File: src/rtl/sfp_seq.sv
// Command sequencer driving one sfp accumulate/ReLU lane: clear, stream
// operands, optional ReLU, capture the psum and offer it downstream.
module sfp_seq #(
  parameter int unsigned bw      = 8,
  parameter int unsigned psum_bw = 16,
  parameter int unsigned cnt_bw  = 8
) (
  input  logic               clk,
  input  logic               reset,
  input  logic               start,
  input  logic [cnt_bw-1:0]  num_acc,
  input  logic               relu_en,
  input  logic [psum_bw-1:0] thres,
  input  logic               in_valid,
  output logic               in_ready,
  input  logic [bw-1:0]      in_data,
  output logic [bw-1:0]      sfp_in,
  output logic               sfp_acc,
  output logic               sfp_relu,
  output logic [psum_bw-1:0] sfp_thres,
  output logic               sfp_clr,
  input  logic [psum_bw-1:0] sfp_out,
  output logic               out_valid,
  input  logic               out_ready,
  output logic [psum_bw-1:0] out_data,
  output logic               busy,
  output logic               done
);

  typedef enum logic [2:0] {
    IDLE = 3'd0,
    CLR  = 3'd1,
    ACC  = 3'd2,
    RELU = 3'd3,
    CAPT = 3'd4,
    OUT  = 3'd5
  } state_t;

  state_t              state;
  state_t              state_n;
  logic [cnt_bw-1:0]   num_acc_q;
  logic                relu_en_q;
  logic [psum_bw-1:0]  thres_q;
  logic [cnt_bw-1:0]   cnt;

  // State register
  always_ff @(posedge clk) begin
    if (reset) state <= IDLE;
    else       state <= state_n;
  end

  // Next-state and lane command decode; operand path is same-cycle
  always_comb begin
    state_n   = state;
    in_ready  = 1'b0;
    sfp_in    = '0;
    sfp_acc   = 1'b0;
    sfp_relu  = 1'b0;
    sfp_clr   = 1'b0;
    out_valid = 1'b0;
    unique case (state)
      IDLE: begin
        if (start) state_n = CLR;
      end
      CLR: begin
        sfp_clr = 1'b1;
        state_n = (num_acc_q != '0) ? ACC : RELU;
      end
      ACC: begin
        in_ready = 1'b1;
        sfp_in   = in_data;
        sfp_acc  = in_valid;
        if (in_valid && (cnt == num_acc_q - cnt_bw'(1))) state_n = RELU;
      end
      RELU: begin
        sfp_relu = relu_en_q;
        state_n  = CAPT;
      end
      CAPT: begin
        state_n = OUT;
      end
      OUT: begin
        out_valid = 1'b1;
        if (out_ready) state_n = IDLE;
      end
      default: begin
        state_n = IDLE;
      end
    endcase
  end

  assign busy      = (state != IDLE);
  assign sfp_thres = thres_q;

  // Job parameters, operand counter, result capture and done pulse
  always_ff @(posedge clk) begin
    if (reset) begin
      num_acc_q <= '0;
      relu_en_q <= 1'b0;
      thres_q   <= '0;
      cnt       <= '0;
      out_data  <= '0;
      done      <= 1'b0;
    end else begin
      done <= (state == OUT) && out_ready;
      if ((state == IDLE) && start) begin
        num_acc_q <= num_acc;
        relu_en_q <= relu_en;
        thres_q   <= thres;
      end
      if (state == CLR) cnt <= '0;
      else if ((state == ACC) && in_valid) cnt <= cnt + cnt_bw'(1);
      if (state == CAPT) out_data <= sfp_out;
    end
  end

endmodule

File: config.mk
export PLATFORM = sky130hd
export DESIGN_NAME = sfp_seq
export DESIGN_NICKNAME = d
export VERILOG_FILES = /design/src/rtl/sfp_seq.sv
export SDC_FILE = /design/constraint.sdc
export NUM_CORES = 1
export LEC_CHECK = 0
export ABC_AREA = 0
export CORE_MARGIN = 2
export CORE_UTILIZATION = 25
export DETAILED_ROUTE_END_ITERATION = 10
export PLACE_DENSITY = 0.61
export SYNTH_ARGS = -nofsm -noshare
export SYNTH_HDL_FRONTEND = slang
export SYNTH_SLANG_ARGS = --single-unit
File: constraint.sdc
create_clock -name clk -period 1.82 [get_ports clk]
set_input_delay 0.273 -clock clk [delete_from_list [all_inputs] [get_ports clk]]
set_output_delay 0.273 -clock clk [all_outputs]
set_load 0.02 [all_outputs]
; ---- Word-level counts from Yosys, hierarchy flattened
; Cells that the tools add are included.
[classes]
n_addsub = 2
n_mul = 0
div_mod_pow = 0
n_lt_le_gt_ge = 0
eq_ne = 9
shift = 0
mux = 11
n_bitwise = 0
n_reduce_logical = 9
[op_table]
columns = operator, n
row1 = 3-bit case mux with 6 select lines, 1
row2 = 3-bit 2-to-1 mux, 3
row3 = 8-bit by 1-bit adder with 8-bit output (second input constant), 1
row4 = 8-bit == test, 1
row5 = 8-bit 2-to-1 mux, 1
row6 = 8-bit nonzero test, 1
row7 = 8-bit by 1-bit subtractor with 8-bit output (second input constant), 1
row8 = 3-bit by 2-bit == test with 1-bit output (second input constant), 2
row9 = 3-bit == test (second input constant), 2
row10 = 1-bit 2-to-1 mux, 6
row11 = 2-bit != test (second input constant), 3
row12 = 1-bit logical AND, 4
row13 = 3-bit by 1-bit == test with 1-bit output (second input constant), 1
row14 = 3-bit zero test, 1
row15 = 3-bit AND reduction, 1
row16 = 3-bit nonzero test, 1
row17 = 2-bit OR reduction, 1
[totals]
regBits = 53
latch_bits = 0
mem_bits_rw = 0
rom_bits = 0
in_bits = 54
output_inout_bits = 47
wordCells = 38
memories = 0

; ---- Logic depth before layout (Yosys ltp)
[logic_depth]
ltp_word = 5
mapped_depth = 7
mapped_depth_nobuf = 7

; ---- Worst setup path before layout
; OpenSTA, ideal clock, no wires.
[synth_path]
kind = register -> register
from = reg num_acc_q[0]
to = reg state[0]
setup_time_ps = 59
arrival_ps = 1615
required_ps = 1761
slack_ps = 146
stages_incl_launch_ff = 8
synth_period_minus_slack_ps = 1674
cell_sequence = dfxtp_1 inv_1 ha_1 o21ba_2 a221oi_1 a41oi_1 o41ai_1 o211a_1
[synth_via]
elab_chain_cells = 5
elab_cells_between_ends = 8
cone_classes = 1 x add/sub / 2 x eq/ne / 2 x mux / 3 x reduce/logical
[synth_lines]
columns = item, line
row1 = start: declaration, 41  ; logic [cnt_bw-1:0] num_acc_q;
row2 = start signal: assignment, 107  ; num_acc_q <= num_acc;
row3 = 8-bit by 1-bit subtractor with 8-bit output, 73  ; if (in_valid && (cnt == num_acc_q - cnt_bw'(1))) state_n = RELU;
row4 = 8-bit == test, 73
row5 = 1-bit logical AND, 73
row6 = 2-bit != test (no line), n/a
row7 = 3-bit AND reduction (no line), n/a
row8 = end signal: assignment, 49  ; else state <= state_n;
row9 = end: declaration, 39  ; state_t state;
; Several ways; a longest one is shown, not always the timed one.
; A chain may end at the register's enable or synchronous reset.

; ---- Worst setup path in the final report
[layout_path]
from = reg state[2]
to = out busy
[layout_via]
elab_chain_cells = 1
[layout_lines]
columns = item, line
row1 = 3-bit nonzero test, 92  ; assign busy = (state != IDLE);
row2 = end: declaration, 26  ; output logic busy,
; Every way passes these cells.

==> implementation parameters <==
Parameter                              Value

Run status
  Result of the run    finished, final reports clean

Global route
  Via count of the first global-routing pass    about 2100
  Overall routing resource usage    0.124
  Number of antenna violations at the first check in global routing    0
  First-pass GRT wire length    approximately 9900 um
  GR Overflow Total    0
  Largest net degree at the start of global routing    29

STA
  Number of setup violations in the final report    0
  Timing-limited maximum frequency    ~570 MHz
  Relative slew slack    0.568
  Tightest Pin Transition    647 ps
  Unrepaired setup endpoints after global routing    true
  Number of slew-limit violations in the final report    0
  Fin crit share    0.971
  Number of hold-slack violations in the final timing report    0
  Max Clock Skew    ~16 ps
  Final worst setup slack    ~53 ps
  Final period demand of the worst path    between 1500 and 2000 ps

Final layout
  Post-route cell area    about 0.0036 mm^2
  Diodes inserted    0
  Post-Layout Cell Count    500
  Most frequent standard cell in the layout excluding fill and tap cells    nand2_1
  Post-route core utilization    0.403
  Area growth from synthesis to final layout    55.2%
  Fillcell total    approximately 880
  Proportion of layout cells with a drive suffix above 1    0.120
  Final layout net count    448
  Top library cells by usage in the layout, fill and taps aside    nand2_1, clkdlybuf4s50_1, dfxtp_1

Drt
  Final routed DRC violation total    0
  Post-detailed-route via-to-cell ratio    4.46
  Vias post-DR    between 2000 and 2500
  Detail Route Antenna Nets    0
  Overall routed net length    around 6200 um
  Average routed wire per standard cell    between 10 and 15 um
  Drt initial violations    76
  Detailed-routing iteration count for the pre-antenna-repair pass    4

Place
  Routability-driven placement congestion ratio    slightly above 0.8
  HPWL after DPL    about 4600 um
  Port Buffer Count    100
  Dpl cell area    about 0.0035 mm^2
  Placed cells    slightly below 500
  Worst setup slack before clock tree synthesis    -53.1 ps

Setup path
  Arrival time at the worst endpoint    approximately 1500 ps
  Required arrival time at the worst endpoint    ~1600 ps
  Endpoint kind of the worst setup timing path    output pin
  CP Launch Type    flip-flop
  Startpoint of the most critical setup path    state[2]$_SDFFE_PP0P_
  Critical Setup Path Class    flip-flop to output pin
  Beginning of the worst register-to-register path    num_acc_q[1]$_SDFFE_PP0P_
  Maximum fanout count along the critical path    4

Clocking
  Clock latency on the worst-skew pair    between 300 and 400 ps
  Clock root buffer master    clkbuf_8
  Number of buffers between clock root and the deepest sink    2
  Total number of clock tree sinks    53
  # H-tree levels    2
  Register clock-pin slew on the reported worst setup and hold paths    around 90 ps
  TritonCTS Buffers    5
  Buffers inserted by post-CTS timing repair    0
  TritonCTS clock tree    yes

Power
  Share of total power in sequential cells    0.355
  Clock network fraction of design power    0.194
  Power per cell area    about 1200 mW/mm^2
  Peak ir drop on the vdd network    around 730 uV
  Switching share of power    0.362
  Tot Pwr    between 4 and 5 mW
  Internal power component    2.61 mW
  Psw    roughly 1.5 mW
  Leakage power    roughly 1.3 nW
  Share of total power in combinational logic    0.451

Logic synthesis
  Syn Std Cell Area    between 0.002 and 0.0025 mm^2
  Fraction of synthesis flops using an asynchronous set or reset pin    0
  Mean instance size in the synthesized netlist    7.97 um^2
  EDFF count, synth    0
  Area share of the largest cell type after synthesis    0.464
  Adder and majority cell fraction of the synthesized area    0.0109
  Share of cell area taken by muxes after synthesis    0.00437
  Most instantiated flip-flop cell in the synthesis netlist    dfxtp_1
  Count of cell types in the netlist    37
  Post-synthesis compound-gate area fraction    0.123
  Combinational family with the most area after synthesis    simple AND/OR/NAND/NOR gates
  #FFs+latches synth    53
  Gate Count Post-Synth    ~290
  Dominant cells by area after synthesis    dfxtp_1, nand2_1, a21oi_1, xnor2_1, xor2_1
  Sequential cell area fraction in the yosys report    0.464
  Post-synthesis share of cell area spent on xor and xnor gates    0.0689
  Total of warnings raised by yosys    0
  Post-synthesis simple-gate area fraction    0.281
  Syn_nets    343
  Library cell with the largest summed area after synthesis    dfxtp_1

Worst hold path
  Worst hold path class    primary input to flip-flop
  Startpoint of the most critical hold path    reset

Floorplan
  Site Rows    34
  Floorplan core area    slightly below 0.009 mm^2
  Initial Utilization    0.260
  Count of boundary I/O pins    101
  Vertical die dimension    99.7 um
  Floorplan die area    0.00994 mm^2
  Die X    99.7 um

Job
  Max-cap check violation count    0
[routing by layer]
metal / vias to the layer above / share of wire / routed length, um / global-route usage
met1: 1015 / 0.44 / 2730 / 0.156
met3: 7 / 0.072 / 449 / 0.0443
li1: 1148 / - / - / -
met4: 0 / 0.013 / 78 / 0.0379
met2: 60 / 0.48 / 2950 / 0.200
met5: - / 0 / 0 / 0
[layout make-up]
cell class / count / area [um^2] / area share
inverter: 3 / 11.3 / 0.00317
tap: 108 / 135 / 0.0380
multi-input combinational: 211 / 1150 / 0.325
sequential: 53 / 1060 / 0.299
clock buffer: 5 / 68.8 / 0.0194
timing repair buffer: 118 / 1080 / 0.305
clock inverter: 2 / 35.0 / 0.00986
[cell usage after synthesis (2+ instances only)]
cell	count
clkbuf_1	9
nand2_1	87
inv_1	3
xnor2_1	9
nand2b_1	3
nor3b_1	2
and2_1	10
nor2_1	14
buf_4	2
nand4_1	3
dfxtp_1	53
xor2_1	9
ha_1	2
a221oi_1	2
buf_2	7
nor3_1	5
a21oi_1	43
nand3_1	4
or2_2	2
[power by group through the flow]
stage	logic, mW	clock network (mW)	registers [mW]
floorplan	0.999	0	1.56
global placement	1.87	0	1.47
detailed placement	1.88	0	1.47
CTS	1.84	0.834	1.45
global route	2.04	0.869	1.48
finish	1.85	0.794	1.45
[path summary, 6_finish.rpt]
kind	endpoint	cells past startpoint	slack, ps
hold reg to reg	out_data[1]$_SDFFE_PP0P_	2	460
setup / recovery	busy	5	50
setup reg to reg	state[0]$_SDFFE_PP0P_	7	80
hold / removal	state[2]$_SDFFE_PP0P_	2	360
[timing repair]
item	4_1_cts	5_1_grt
pin swaps	0	2
gates cloned	0	0
setup endpoints to repair	14	12
hold buffers	0	0
gates resized for setup	20	18
[state kept, by name (all words and copies together) (netlist names)]
signal     flops
done           1
num_acc_q      8
out_data      16
state          3
relu_en_q      1
cnt            8
sfp_thres     16
[cell families after synthesis]
| group | count (synthesis) |
|---|---|
| buffers and inverters | 23 |
| multiplexers | 1 |
| AO/OA/AOI/OAI | 51 |
| XOR/XNOR | 18 |
| flip-flops | 53 |
| AND/OR/NAND/NOR | 139 |
| adder cells (fa/ha/maj) | 2 |
[metrics by stage]
| stage | hold WS (ps) | setup TNS (ps) |
|---|---|---|
| global placement | 442 | -27.6 |
| finish | 360 | 0 |
| global route | 360 | -79.8 |
| floorplan | 409 | 0 |
| CTS | 347 | -9.24 |
| detailed placement | 446 | -53.1 |
[critical path: stages, from the launching register on]
cell	delay [ps]
dfxtp_1	350
buf_4	170
nor3_4	190
buf_4	140
inv_1	30
dlygate4sd2_1	310
Power figures use the tool's default switching activity.
